**config.mk**
```make
export PLATFORM = sky130hd
export DESIGN_NAME = decode_pipe
export DESIGN_NICKNAME = d
export VERILOG_FILES = /design/src/rtl/decode_pkg.sv /design/src/rtl/instr_class_decode.sv /design/src/rtl/decode_pipe.sv
export SDC_FILE = /design/constraint.sdc
export NUM_CORES = 1
export LEC_CHECK = 0
export CAP_MARGIN = 25
export CORE_UTILIZATION = 40
export CTS_CLUSTER_SIZE = 10
export DETAILED_ROUTE_END_ITERATION = 6
export HOLD_SLACK_MARGIN = 0.03
export PLACE_DENSITY = 0.75
export RECOVER_POWER = 100
export SLEW_MARGIN = 20
export SYNTH_ARGS = -nofsm -noshare
export SYNTH_HDL_FRONTEND = slang
export SYNTH_SLANG_ARGS = --single-unit
```
**constraint.sdc**
```tcl
create_clock -name clk -period 2.6 [get_ports clk]
set_input_delay 0.52 -clock clk [delete_from_list [all_inputs] [get_ports clk]]
set_output_delay 0.52 -clock clk [all_outputs]
set_load 0.01 [all_outputs]
```
**src/rtl/decode_pkg.sv**
```systemverilog
// Shared encodings, class indices and the pipeline stage record for the
// MIPS ID-stage decoder.
package decode_pkg;

  localparam logic [5:0] OP_RTYPE = 6'b000000;
  localparam logic [5:0] OP_ORI   = 6'b001101;
  localparam logic [5:0] OP_LW    = 6'b100011;
  localparam logic [5:0] OP_SW    = 6'b101011;
  localparam logic [5:0] OP_BEQ   = 6'b000100;
  localparam logic [5:0] OP_LUI   = 6'b001111;
  localparam logic [5:0] OP_JAL   = 6'b000011;
  localparam logic [5:0] OP_J     = 6'b000010;
  localparam logic [5:0] OP_ADDIU = 6'b001001;
  localparam logic [5:0] OP_BNE   = 6'b000101;
  localparam logic [5:0] OP_LB    = 6'b100000;
  localparam logic [5:0] OP_SB    = 6'b101000;

  localparam logic [5:0] FN_ADDU  = 6'b100001;
  localparam logic [5:0] FN_SUBU  = 6'b100011;
  localparam logic [5:0] FN_JR    = 6'b001000;
  localparam logic [5:0] FN_SLT   = 6'b101010;
  localparam logic [5:0] FN_JALR  = 6'b001001;

  localparam int CLS_W     = 16;
  localparam int CLS_ADDU  = 0;
  localparam int CLS_SUBU  = 1;
  localparam int CLS_ORI   = 2;
  localparam int CLS_LW    = 3;
  localparam int CLS_SW    = 4;
  localparam int CLS_BEQ   = 5;
  localparam int CLS_LUI   = 6;
  localparam int CLS_JAL   = 7;
  localparam int CLS_J     = 8;
  localparam int CLS_JR    = 9;
  localparam int CLS_ADDIU = 10;
  localparam int CLS_SLT   = 11;
  localparam int CLS_BNE   = 12;
  localparam int CLS_JALR  = 13;
  localparam int CLS_LB    = 14;
  localparam int CLS_SB    = 15;

  // Classes that only exist when the extended set is enabled.
  localparam logic [CLS_W-1:0] EXT_MASK = 16'hFC00;

  localparam logic [1:0] TUSE_NONE = 2'd3;

  typedef struct packed {
    logic             valid;
    logic [CLS_W-1:0] cls;
    logic [4:0]       rs;
    logic [4:0]       rt;
    logic [4:0]       wa;
    logic [1:0]       tnew;
    logic [1:0]       tuse_rs;
    logic [1:0]       tuse_rt;
    logic             illegal;
  } stage_t;

  function automatic stage_t bubble_rec();
    stage_t b;
    b         = '0;
    b.tuse_rs = TUSE_NONE;
    b.tuse_rt = TUSE_NONE;
    return b;
  endfunction

  function automatic logic [1:0] tnew_dec(input logic [1:0] t);
    return (t == 2'd0) ? 2'd0 : t - 2'd1;
  endfunction

endpackage

```
**src/rtl/instr_class_decode.sv**
```systemverilog
// Combinational instruction-word decode: one-hot class, register fields,
// write register and hazard timing (Tnew at stage 1, Tuse).
module instr_class_decode
  import decode_pkg::*;
#(
  parameter int EXT_SET = 0
) (
  input  logic [31:0]      instr,
  output logic [CLS_W-1:0] cls,
  output logic [4:0]       rs,
  output logic [4:0]       rt,
  output logic [4:0]       wa,
  output logic [1:0]       tnew,
  output logic [1:0]       tuse_rs,
  output logic [1:0]       tuse_rt,
  output logic             illegal
);

  logic [5:0]       opcode;
  logic [5:0]       funct;
  logic             is_r;
  logic [CLS_W-1:0] raw;

  assign opcode = instr[31:26];
  assign funct  = instr[5:0];
  assign is_r   = (opcode == OP_RTYPE);
  assign rs     = instr[25:21];
  assign rt     = instr[20:16];

  always_comb begin
    raw            = '0;
    raw[CLS_ADDU]  = is_r && (funct == FN_ADDU);
    raw[CLS_SUBU]  = is_r && (funct == FN_SUBU);
    raw[CLS_JR]    = is_r && (funct == FN_JR);
    raw[CLS_SLT]   = is_r && (funct == FN_SLT);
    raw[CLS_JALR]  = is_r && (funct == FN_JALR);
    raw[CLS_ORI]   = (opcode == OP_ORI);
    raw[CLS_LW]    = (opcode == OP_LW);
    raw[CLS_SW]    = (opcode == OP_SW);
    raw[CLS_BEQ]   = (opcode == OP_BEQ);
    raw[CLS_LUI]   = (opcode == OP_LUI);
    raw[CLS_JAL]   = (opcode == OP_JAL);
    raw[CLS_J]     = (opcode == OP_J);
    raw[CLS_ADDIU] = (opcode == OP_ADDIU);
    raw[CLS_BNE]   = (opcode == OP_BNE);
    raw[CLS_LB]    = (opcode == OP_LB);
    raw[CLS_SB]    = (opcode == OP_SB);
  end

  // Disabled extended encodings fall through to the illegal path.
  assign cls     = (EXT_SET != 0) ? raw : (raw & ~EXT_MASK);
  assign illegal = (instr != 32'd0) && (cls == '0);

  always_comb begin
    wa = 5'd0;
    if (cls[CLS_ADDU] || cls[CLS_SUBU] || cls[CLS_SLT] || cls[CLS_JALR])
      wa = instr[15:11];
    else if (cls[CLS_ORI] || cls[CLS_LW] || cls[CLS_LUI] || cls[CLS_ADDIU] || cls[CLS_LB])
      wa = instr[20:16];
    else if (cls[CLS_JAL])
      wa = 5'd31;
  end

  always_comb begin
    tnew = 2'd0;
    if (cls[CLS_LW] || cls[CLS_LB])
      tnew = 2'd2;
    else if (cls[CLS_ADDU] || cls[CLS_SUBU] || cls[CLS_ORI] || cls[CLS_LUI] ||
             cls[CLS_ADDIU] || cls[CLS_SLT])
      tnew = 2'd1;
  end

  // lui carries no rs operand, so it is left out of the rs consumers.
  always_comb begin
    tuse_rs = TUSE_NONE;
    if (cls[CLS_BEQ] || cls[CLS_BNE] || cls[CLS_JR] || cls[CLS_JALR])
      tuse_rs = 2'd0;
    else if (cls[CLS_ADDU] || cls[CLS_SUBU] || cls[CLS_SLT] || cls[CLS_ORI] ||
             cls[CLS_ADDIU] || cls[CLS_LW] || cls[CLS_LB] || cls[CLS_SW] || cls[CLS_SB])
      tuse_rs = 2'd1;
  end

  always_comb begin
    tuse_rt = TUSE_NONE;
    if (cls[CLS_BEQ] || cls[CLS_BNE])
      tuse_rt = 2'd0;
    else if (cls[CLS_ADDU] || cls[CLS_SUBU] || cls[CLS_SLT])
      tuse_rt = 2'd1;
    else if (cls[CLS_SW] || cls[CLS_SB])
      tuse_rt = 2'd2;
  end

endmodule

```
**src/rtl/decode_pipe.sv**
```systemverilog
// Pipelined ID-stage decoder: combinational decode followed by STAGES
// register stages with stall/flush, Tnew ageing and a retired counter.
module decode_pipe
  import decode_pkg::*;
#(
  parameter int STAGES  = 1,
  parameter int EXT_SET = 0
) (
  input  logic        clk,
  input  logic        reset,
  input  logic        in_valid,
  input  logic [31:0] instr,
  input  logic        stall,
  input  logic        flush,
  output logic        out_valid,
  output logic [15:0] out_cls,
  output logic [4:0]  out_rs,
  output logic [4:0]  out_rt,
  output logic [4:0]  out_wa,
  output logic [1:0]  out_tnew,
  output logic [1:0]  out_tuse_rs,
  output logic [1:0]  out_tuse_rt,
  output logic        out_illegal,
  output logic [15:0] decode_cnt
);

  stage_t     dec_rec;
  stage_t     stage_reg [STAGES];
  logic [15:0] cnt_reg;

  logic [CLS_W-1:0] d_cls;
  logic [4:0]       d_rs, d_rt, d_wa;
  logic [1:0]       d_tnew, d_tuse_rs, d_tuse_rt;
  logic             d_illegal;

  instr_class_decode #(.EXT_SET(EXT_SET)) u_dec (
    .instr   (instr),
    .cls     (d_cls),
    .rs      (d_rs),
    .rt      (d_rt),
    .wa      (d_wa),
    .tnew    (d_tnew),
    .tuse_rs (d_tuse_rs),
    .tuse_rt (d_tuse_rt),
    .illegal (d_illegal)
  );

  always_comb begin
    dec_rec         = bubble_rec();
    dec_rec.valid   = 1'b1;
    dec_rec.cls     = d_cls;
    dec_rec.rs      = d_rs;
    dec_rec.rt      = d_rt;
    dec_rec.wa      = d_wa;
    dec_rec.tnew    = d_tnew;
    dec_rec.tuse_rs = d_tuse_rs;
    dec_rec.tuse_rt = d_tuse_rt;
    dec_rec.illegal = d_illegal;
  end

  genvar gi;
  generate
    for (gi = 0; gi < STAGES; gi++) begin : g_stage
      if (gi == 0) begin : g_first
        always_ff @(posedge clk or posedge reset) begin
          if (reset)
            stage_reg[0] <= bubble_rec();
          else if (flush)
            stage_reg[0] <= bubble_rec();
          else if (!stall)
            stage_reg[0] <= in_valid ? dec_rec : bubble_rec();
        end
      end else begin : g_next
        stage_t aged;
        always_comb begin
          aged      = stage_reg[gi-1];
          aged.tnew = tnew_dec(stage_reg[gi-1].tnew);
        end
        always_ff @(posedge clk or posedge reset) begin
          if (reset)
            stage_reg[gi] <= bubble_rec();
          else if (flush)
            stage_reg[gi] <= bubble_rec();
          else if (!stall)
            stage_reg[gi] <= aged;
        end
      end
    end
  endgenerate

  // Retirement is counted as the last stage hands its instruction onward.
  always_ff @(posedge clk or posedge reset) begin
    if (reset)
      cnt_reg <= 16'd0;
    else if (stage_reg[STAGES-1].valid && !stall && !flush)
      cnt_reg <= cnt_reg + 16'd1;
  end

  assign out_valid   = stage_reg[STAGES-1].valid;
  assign out_cls     = stage_reg[STAGES-1].cls;
  assign out_rs      = stage_reg[STAGES-1].rs;
  assign out_rt      = stage_reg[STAGES-1].rt;
  assign out_wa      = stage_reg[STAGES-1].wa;
  assign out_tnew    = stage_reg[STAGES-1].tnew;
  assign out_tuse_rs = stage_reg[STAGES-1].tuse_rs;
  assign out_tuse_rt = stage_reg[STAGES-1].tuse_rt;
  assign out_illegal = stage_reg[STAGES-1].illegal;
  assign decode_cnt  = cnt_reg;

endmodule
```
Word-level counts from Yosys, hierarchy flattened
Cells that the tools add are included.
Widths: inputs -> output; s select.
- register bits after elaboration: 55
- input port bits: 37
- output and inout port bits: 55
- logic and storage cells: 54
- $add $sub $neg: 1
- equality and inequality tests: 11
- muxes and demuxes: 13
- reduce and logical (&&, ||, !) cells: 19
- operators with widths (operator ; count):
    $mux 39 ; 3
    $reduce_bool 32->1 ; 1
    $eq 6x6->1 const B ; 4
    $eq 6x4->1 const B ; 3
    $add 16x1->16 const B ; 1
    $logic_not 16->1 ; 1
    $mux 5 ; 3
    $eq 6x2->1 const B ; 2
    $mux 2 ; 5
    $logic_or 1x1->1 ; 8
    $eq 6x3->1 const B ; 1
    $logic_and 1x1->1 ; 6
    $logic_not 6->1 ; 1
    $logic_not 1->1 ; 2
    $mux 1 ; 2
    $ne 2x1->1 const B ; 1

Depth between registers and ports, before layout
Gate-level depths: netlist of the first run.
- depth in word-level cells: 11
- mapped depth: 5
- mapped depth without buffers: 5

By module
From an unflattened synthesis of the first run, not the netlist that was laid out.
- cells, all modules: 227
- area, all modules: 2707.6 um2
- modules (own cells, without submodules) (module ; times used ; cells each ; area each (um2) ; sequential area each (um2)):
    decode_pipe ; 1 ; 153 ; 2140.8 ; 1381.3
    instr_class_decode ; 1 ; 74 ; 566.8 ; 0.0

Least setup slack after synthesis of the first run
Ideal clock, no wire load.
- kind: input to register
- from: input port instr[27]
- to: register stage_reg, in the netlist out_illegal
- setup time: 0.129 ns
- arrival: 1.617 ns
- data required time: 2.471 ns
- setup slack: 0.854 ns
- stages: 5
- path buffers: 1
- path through: buf_6 -> or4b_4 -> or3_1 -> o211ai_2 -> o21ai_1
- cells in the longest elaborated chain, start to end: 7
- elaborated cells between the ends (all ways): 17
- classes of those cells: 7 x eq/ne; 3 x mux; 7 x reduce/logical
- RTL lines (item ; line ; source):
    start, declared ; decode_pipe.sv:12 ; input logic [31:0] instr,
    $logic_not 6->1 ; instr_class_decode.sv:26 ; assign is_r = (opcode == OP_RTYPE);
    $logic_and 1x1->1 (on tied branches) ; instr_class_decode.sv:32, instr_class_decode.sv:33, instr_class_decode.sv:34 ;
    $logic_not 16->1 ; instr_class_decode.sv:52 ; assign illegal = (instr != 32'd0) && (cls == '0);
    $logic_and 1x1->1 * ; instr_class_decode.sv:52 ;
    $mux 39 * ; decode_pipe.sv:71 ; stage_reg[0] <= in_valid ? dec_rec : bubble_rec();
    $mux 39 * ; decode_pipe.sv:70 ; else if (!stall)
    $mux 39 * ; decode_pipe.sv:68 ; else if (flush)
    end, declared ; decode_pipe.sv:28 ; stage_t stage_reg [STAGES];
Every way passes the cells marked *; elsewhere a longest branch is shown, timed or not. The select of a mux whose other input is x is not followed.
A chain may end at the register's enable or synchronous reset.

Final worst setup path of the first run
- from: input port flush
- to: register stage_reg, in the netlist out_wa[0]
- cells in the longest elaborated chain, start to end: 1
- elaborated cells between the ends (all ways): 2
- classes of those cells: 1 x eq/ne; 1 x mux
- RTL lines (item ; line ; source):
    start, declared ; decode_pipe.sv:14 ; input logic flush,
    $ne 2x1->1 (no line) or $mux 39 (tied branches) ; -- ;
Several ways; a longest one is shown, not always the timed one.

==> results of run 1 <==
## final timing paths
check / from / endpoint / slack [ns] / cells past startpoint
setup / recovery: flush / out_wa[0] / 0.30 / 5
hold / removal: decode_cnt[15] / decode_cnt[15] / 0.46 / 1
setup reg to reg: decode_cnt[0] / decode_cnt[12] / 1.06 / 5
hold reg to reg: decode_cnt[15] / decode_cnt[15] / 0.46 / 1
max in group asynchronous: reset / out_cls[8] / 0.64 / 3
min in group asynchronous: reset / decode_cnt[9] / 0.76 / 2
## worst max-delay path, stage by stage
cell and delay (ns):
dlygate4sd3_1 0.63, nor3b_1 0.57, nand2_1 0.25, nor2_2 0.35, a221o_1 0.21
## power by group
group,internal [mW],leakage (nW),switching [mW]
registers,0.776,0.648,0.0284
logic,0.125,0.827,0.110
clock network,0.216,0.0445,0.236
## cells by family (layout without fill, tap and decap cells)
group	Yosys count	count (layout)	synth area share [%]
simple gates	83	83	21.1
compound gates	42	42	15.2
mux	1	1	0.488
buf+inv	14	102	4.55
xor+xnor	15	15	5.69
fa+ha+maj	1	1	0.542
other cells	1	6	0.163
flops	48	48	52.3
## flip-flops by register name (all words and copies together), names as in the netlist
register     cells
out_tnew         1
out_wa           5
out_cls         10
out_rs           5
decode_cnt      16
out_tuse_rt      2
out_tuse_rs      2
out_rt           5
out_illegal      1
out_valid        1
## area by class of cell
cell class | instances | area, sq um | share of cell area, %
inverters | 1 | 3.75 | 0.114
multi-input cells | 148 | 1000 | 30.6
flip-flops and latches | 48 | 1210 | 36.7
repair buffers | 93 | 885 | 26.9
clock inverters | 1 | 7.51 | 0.229
well taps | 72 | 90.1 | 2.74
clock buffers | 7 | 86.3 | 2.63
## cell usage in the layout, fill, tap and decap left out, types with 3 or more instances in the layout
cell type,netlist,final
dlygate4sd3_1,0,52
dfrtp_1,44,44
clkdlybuf4s50_1,0,33
nand2_1,22,22
nor2_1,11,11
a22o_1,11,11
xor2_1,9,9
clkbuf_1,1,8
nor3_1,7,7
xnor2_1,6,6
nand4_1,6,6
conb_1,1,6
clkbuf_8,1,6
nand3_1,5,5
nor4_1,5,5
o21ai_0,4,5
o21a_1,5,5
a221o_1,5,5
and3_1,4,4
dfstp_2,4,4
nor3b_1,1,3
a32o_1,3,3
a21o_1,3,3
## through the flow
step | hold slack [ns] | cell area [sq um]
after floorplan | 0.504 | 2330
after global placement | 0.457 | 3230
after detailed placement | 0.460 | 3230
after CTS | 0.474 | 3320
after global routing | 0.476 | 3280
final | 0.461 | 3280
## metal layers
layer / GRT usage (%) / vias up / share of wire [%]
met2: 31.9 / 73 / 49
met5: 0 / - / 0
li1: - / 946 / -
met4: 5.00 / 0 / 0.85
met3: 3.29 / 5 / 5.2
met1: 26.5 / 972 / 45
==> key figures, run 1 <==
Global route
  – Vias in the first global route: 1934
  – First-pass GRT wire length: 9200 microns
  – Overall Global Routing Usage: 19.4%
  – Initial antenna violation count: 0
  – Grt ovf: 0
  – Largest net degree at the start of global routing: 20

STA
  – Min cycle time layout: 2.30 ns
  – Ratio of final minimum period to clock period: 88.4%
  – Max Fclk: 435 MHz
  – Final setup violation count: 0
  – Slew margin rel.: 42.7%
  – Final hold vios: 0
  – RSZ-0062 raised after global routing: false
  – Max-slew violations: 0
  – Worst-Margin Slew: 0.860 ns
  – Final setup margin: 0.302 ns
  – Max Clock Skew: 0.00387 ns
  – Sum of negative setup slack: 0 ns

Power
  – Leakage: 1.52 nW
  – PwrDens: 455 mW/mm^2
  – Total power: 1.49 mW
  – Peak supply drop: 0.219 mV

Drt
  – DRT Wirelength: 5530 microns
  – Via density: 5.39
  – Wirelength per Cell: 14.9 microns
  – 1st-pass router iterations: 6
  – Drt drc: 0
  – Initial DRC count: 97
  – Post-route ant nets: 0
  – Vias: 1996

Layout
  – Layout area overhead: 42.3%
  – # nets final: 335
  – Fin cells: 370
  – Layout fillers: 505
  – Layout Utilization: 59.3%
  – Share of layout cells above drive strength 1: 7.05%
  – ANT cells: 0

Yosys
  – Syn. warnings: 0
  – Distinct cells, synth: 54
  – Synth Register Bits: 48
  – Mapped Cells: 205
  – Post-synthesis average cell area: 11.3 sq um
  – Synth top area share: 47.7%
  – Number of synthesized flops with an enable pin: 0
  – Largest cells by area after synthesis: dfrtp_1 (48%), dfstp_2 (4.6%), a22o_1 (4.2%), nand2_1 (3.6%), xor2_1 (3.4%)
  – Most common cell in the netlist: dfrtp_1
  – Cell taking the most area after synthesis: dfrtp_1
  – Syn Std Cell Area: 0.00231 sq mm
  – Commonest cells post-synth: dfrtp_1 (44), nand2_1 (22), a22o_1 (11), nor2_1 (11), xor2_1 (9)
  – Async SR Flop Fraction: 100%
  – Sequential fraction of the synthesis area: 52.3%
  – Top FF cell, synth: dfrtp_1

Placement
  – GPL Wtd Cong: 0.822
  – Post-DP HPWL: 4340 microns
  – PortBufs: 85
  – Setup WS pre-CTS: 0.218 ns
  – Placed cells: 362

Worst setup path
  – Crit path launch type: primary input
  – Crit path required time: 2.84 ns
  – Worst path arrival time: 2.54 ns
  – Worst Path Max Fanout: 7
  – WS Path Type: primary input to register
  – CP Capture Type: register

Clocking
  – CTS root buffer: clkbuf_8
  – Num CTS Buffers: 5
  – Clock sinks: 48
  – TritonCTS clock tree: built
  – Clock transition at the registers of the reported paths: 0.09 ns
  – Setup repair bufs after CTS: 0
  – Clk Latency, worst-skew pair: 0.29 ns
  – CTS Buffer Depth: 2
  – Cts hold-fix bufs: 0
  – CTS H-tree lvls: 2
  – Post-cts resize count: 0

Die
  – Core area: 0.00554 sq mm
  – I/O pins: 92
  – Die X: 77.9 microns
  – Initial Util: 41.6%
  – Die area: 0.00608 sq mm
  – Row count: 27
  – Chip height: 77.9 microns

Min path
  – Worst min path class: register to register

Flow run
  – Max-cap violations: 0

Run status
  – Status: finished clean
Power figures use the tool's default switching activity.
==> inputs of run 2 (changes only) <==
- CAP_MARGIN: 25 -> 20
- GPL_TIMING_DRIVEN: unset -> 0
==> key figures, run 2 (synthesis results as in run 1) <==
Run status
  – Status: finished clean

Global route
  – Largest net degree at the start of global routing: 28
  – Overall Global Routing Usage: 20.6%
  – First-pass GRT wire length: 9690 microns
  – Initial antenna violation count: 0
  – Grt ovf: 0
  – Vias in the first global route: 2007

Placement
  – Placed cells: 367
  – GPL Wtd Cong: 0.806
  – Post-DP HPWL: 4410 microns
  – PortBufs: 84
  – Area after DPL: 0.00328 sq mm

Clocking
  – Cts hold-fix bufs: 0
  – Clk Latency, worst-skew pair: 0.30 ns
  – Post-cts resize count: 0
  – Num CTS Buffers: 5
  – Setup repair bufs after CTS: 0
  – Clock transition at the registers of the reported paths: 0.09 ns
  – CTS root buffer: clkbuf_8
  – Clock sinks: 48
  – CTS H-tree lvls: 2
  – TritonCTS clock tree: built
  – CTS Buffer Depth: 2

Die
  – Die area: 0.00608 sq mm
  – Initial Util: 41.6%
  – Die X: 77.9 microns
  – Core area: 0.00554 sq mm
  – Chip height: 77.9 microns
  – I/O pins: 92
  – Row count: 27

Worst setup path
  – Worst path slowest cell: dlygate4sd3_1
  – Worst Path Max Fanout: 10
  – Cells along the critical path: dlygate4sd3_1, nor3b_2, nand2_1, nor2_2, a221o_1
  – CP Capture Type: register
  – WS Path Type: primary input to register
  – Crit-path max cell delay: 0.63 ns
  – Crit path launch type: primary input
  – Reg2Reg Setup Slack: 0.86 ns
  – Crit path required time: 2.84 ns
  – Worst path arrival time: 2.60 ns
  – Top Family by Delay on Critical Path: simple AND/OR/NAND/NOR gates
  – Worst path bufs/invs: 1

Drt
  – Wirelength per Cell: 15.3 microns
  – Vias: 1989
  – Drt drc: 0
  – Post-route ant nets: 0
  – DRT Wirelength: 5720 microns
  – Via density: 5.30
  – Initial DRC count: 111
  – 1st-pass router iterations: 4

STA
  – Sum of negative setup slack: 0 ns
  – Final hold vios: 0
  – Max Clock Skew: 0.0110 ns
  – Max-slew violations: 0
  – Worst-Margin Slew: 0.834 ns
  – RSZ-0062 raised after global routing: false
  – Slew margin rel.: 44.4%
  – Ratio of final minimum period to clock period: 90.7%
  – Max Fclk: 424 MHz
  – Final setup violation count: 0
  – Min cycle time layout: 2.36 ns

Layout
  – Multi-input gate area: 0.00101 sq mm
  – Commonest cells after routing, fill and taps aside: dlygate4sd3_1 (52), dfrtp_1 (44), clkdlybuf4s50_1 (32)
  – Area taken by flip-flops and latches: 0.00121 sq mm
  – Fin cells: 375
  – Share of layout cells above drive strength 1: 10.2%
  – Final instance area: 0.00336 sq mm
  – Layout area overhead: 45.5%
  – # nets final: 340
  – Layout fillers: 489
  – Most common cell after layout, fill and taps aside: dlygate4sd3_1
  – Flip-flop count of the largest register after layout: 16
  – ANT cells: 0

Power
  – Peak supply drop: 0.217 mV
  – Total power: 1.58 mW
  – PwrDens: 471 mW/mm^2
  – Leakage: 1.57 nW

Min path
  – Worst min path class: register to register

Flow run
  – Max-cap violations: 0
## run 2: path summary, 6_finish.rpt
check | cells after the start | end | startpoint
min | 1 | decode_cnt[15] | decode_cnt[15]
max | 5 | out_wa[4] | flush
min reg2reg | 1 | decode_cnt[15] | decode_cnt[15]
max reg2reg | 4 | decode_cnt[15] | out_valid
max in group asynchronous | 3 | out_valid | reset
min in group asynchronous | 2 | decode_cnt[6] | reset
## run 2: final cells by class
| type | count | share of cell area, % |
|---|---|---|
| Multi-Input combinational cell | 148 | 30.1 |
| Sequential cell | 48 | 35.9 |
| Timing Repair Buffer | 85 | 25.2 |
| Clock inverter | 3 | 1.27 |
| Buffer | 13 | 2.68 |
| Inverter | 1 | 0.112 |
| Clock buffer | 5 | 2.05 |
| Tap cell | 72 | 2.68 |
## run 2: per-layer routing
metal | vias up | GRT usage (%) | share of wire (%)
li1 | 947 | - | -
met1 | 967 | 26.3 | 45
met2 | 67 | 35.2 | 49
met3 | 8 | 4.82 | 5.2
met4 | 0 | 5.00 | 1.2
met5 | - | 0 | 0
## run 2: stage by stage
stage	setup WS (ns)	hold slack, ns	utilization (%)
final	0.241	0.459	60.6
after global routing	0.118	0.477	60.6
after CTS	0.330	0.474	61.2
after detailed placement	0.0275	0.462	59.1
after global placement	0.0109	0.457	58.8
after floorplan	0.854	0.504	-
## run 2: worst reg2reg max path: cells and delay by family, from the launching register on
family / cells / cell delay, ns
xor gates and xnor gates: 1 / 0.15
DFF: 1 / 0.41
and+or+nand+nor: 3 / 1.11
## run 2: power by group
group | internal [mW] | leakage [nW] | total (mW) | switching, mW
Clock | 0.285 | 0.0541 | 0.534 | 0.249
Sequential | 0.776 | 0.648 | 0.804 | 0.0279
Combinational | 0.130 | 0.872 | 0.242 | 0.112
Total | 1.19 | 1.57 | 1.58 | 0.389
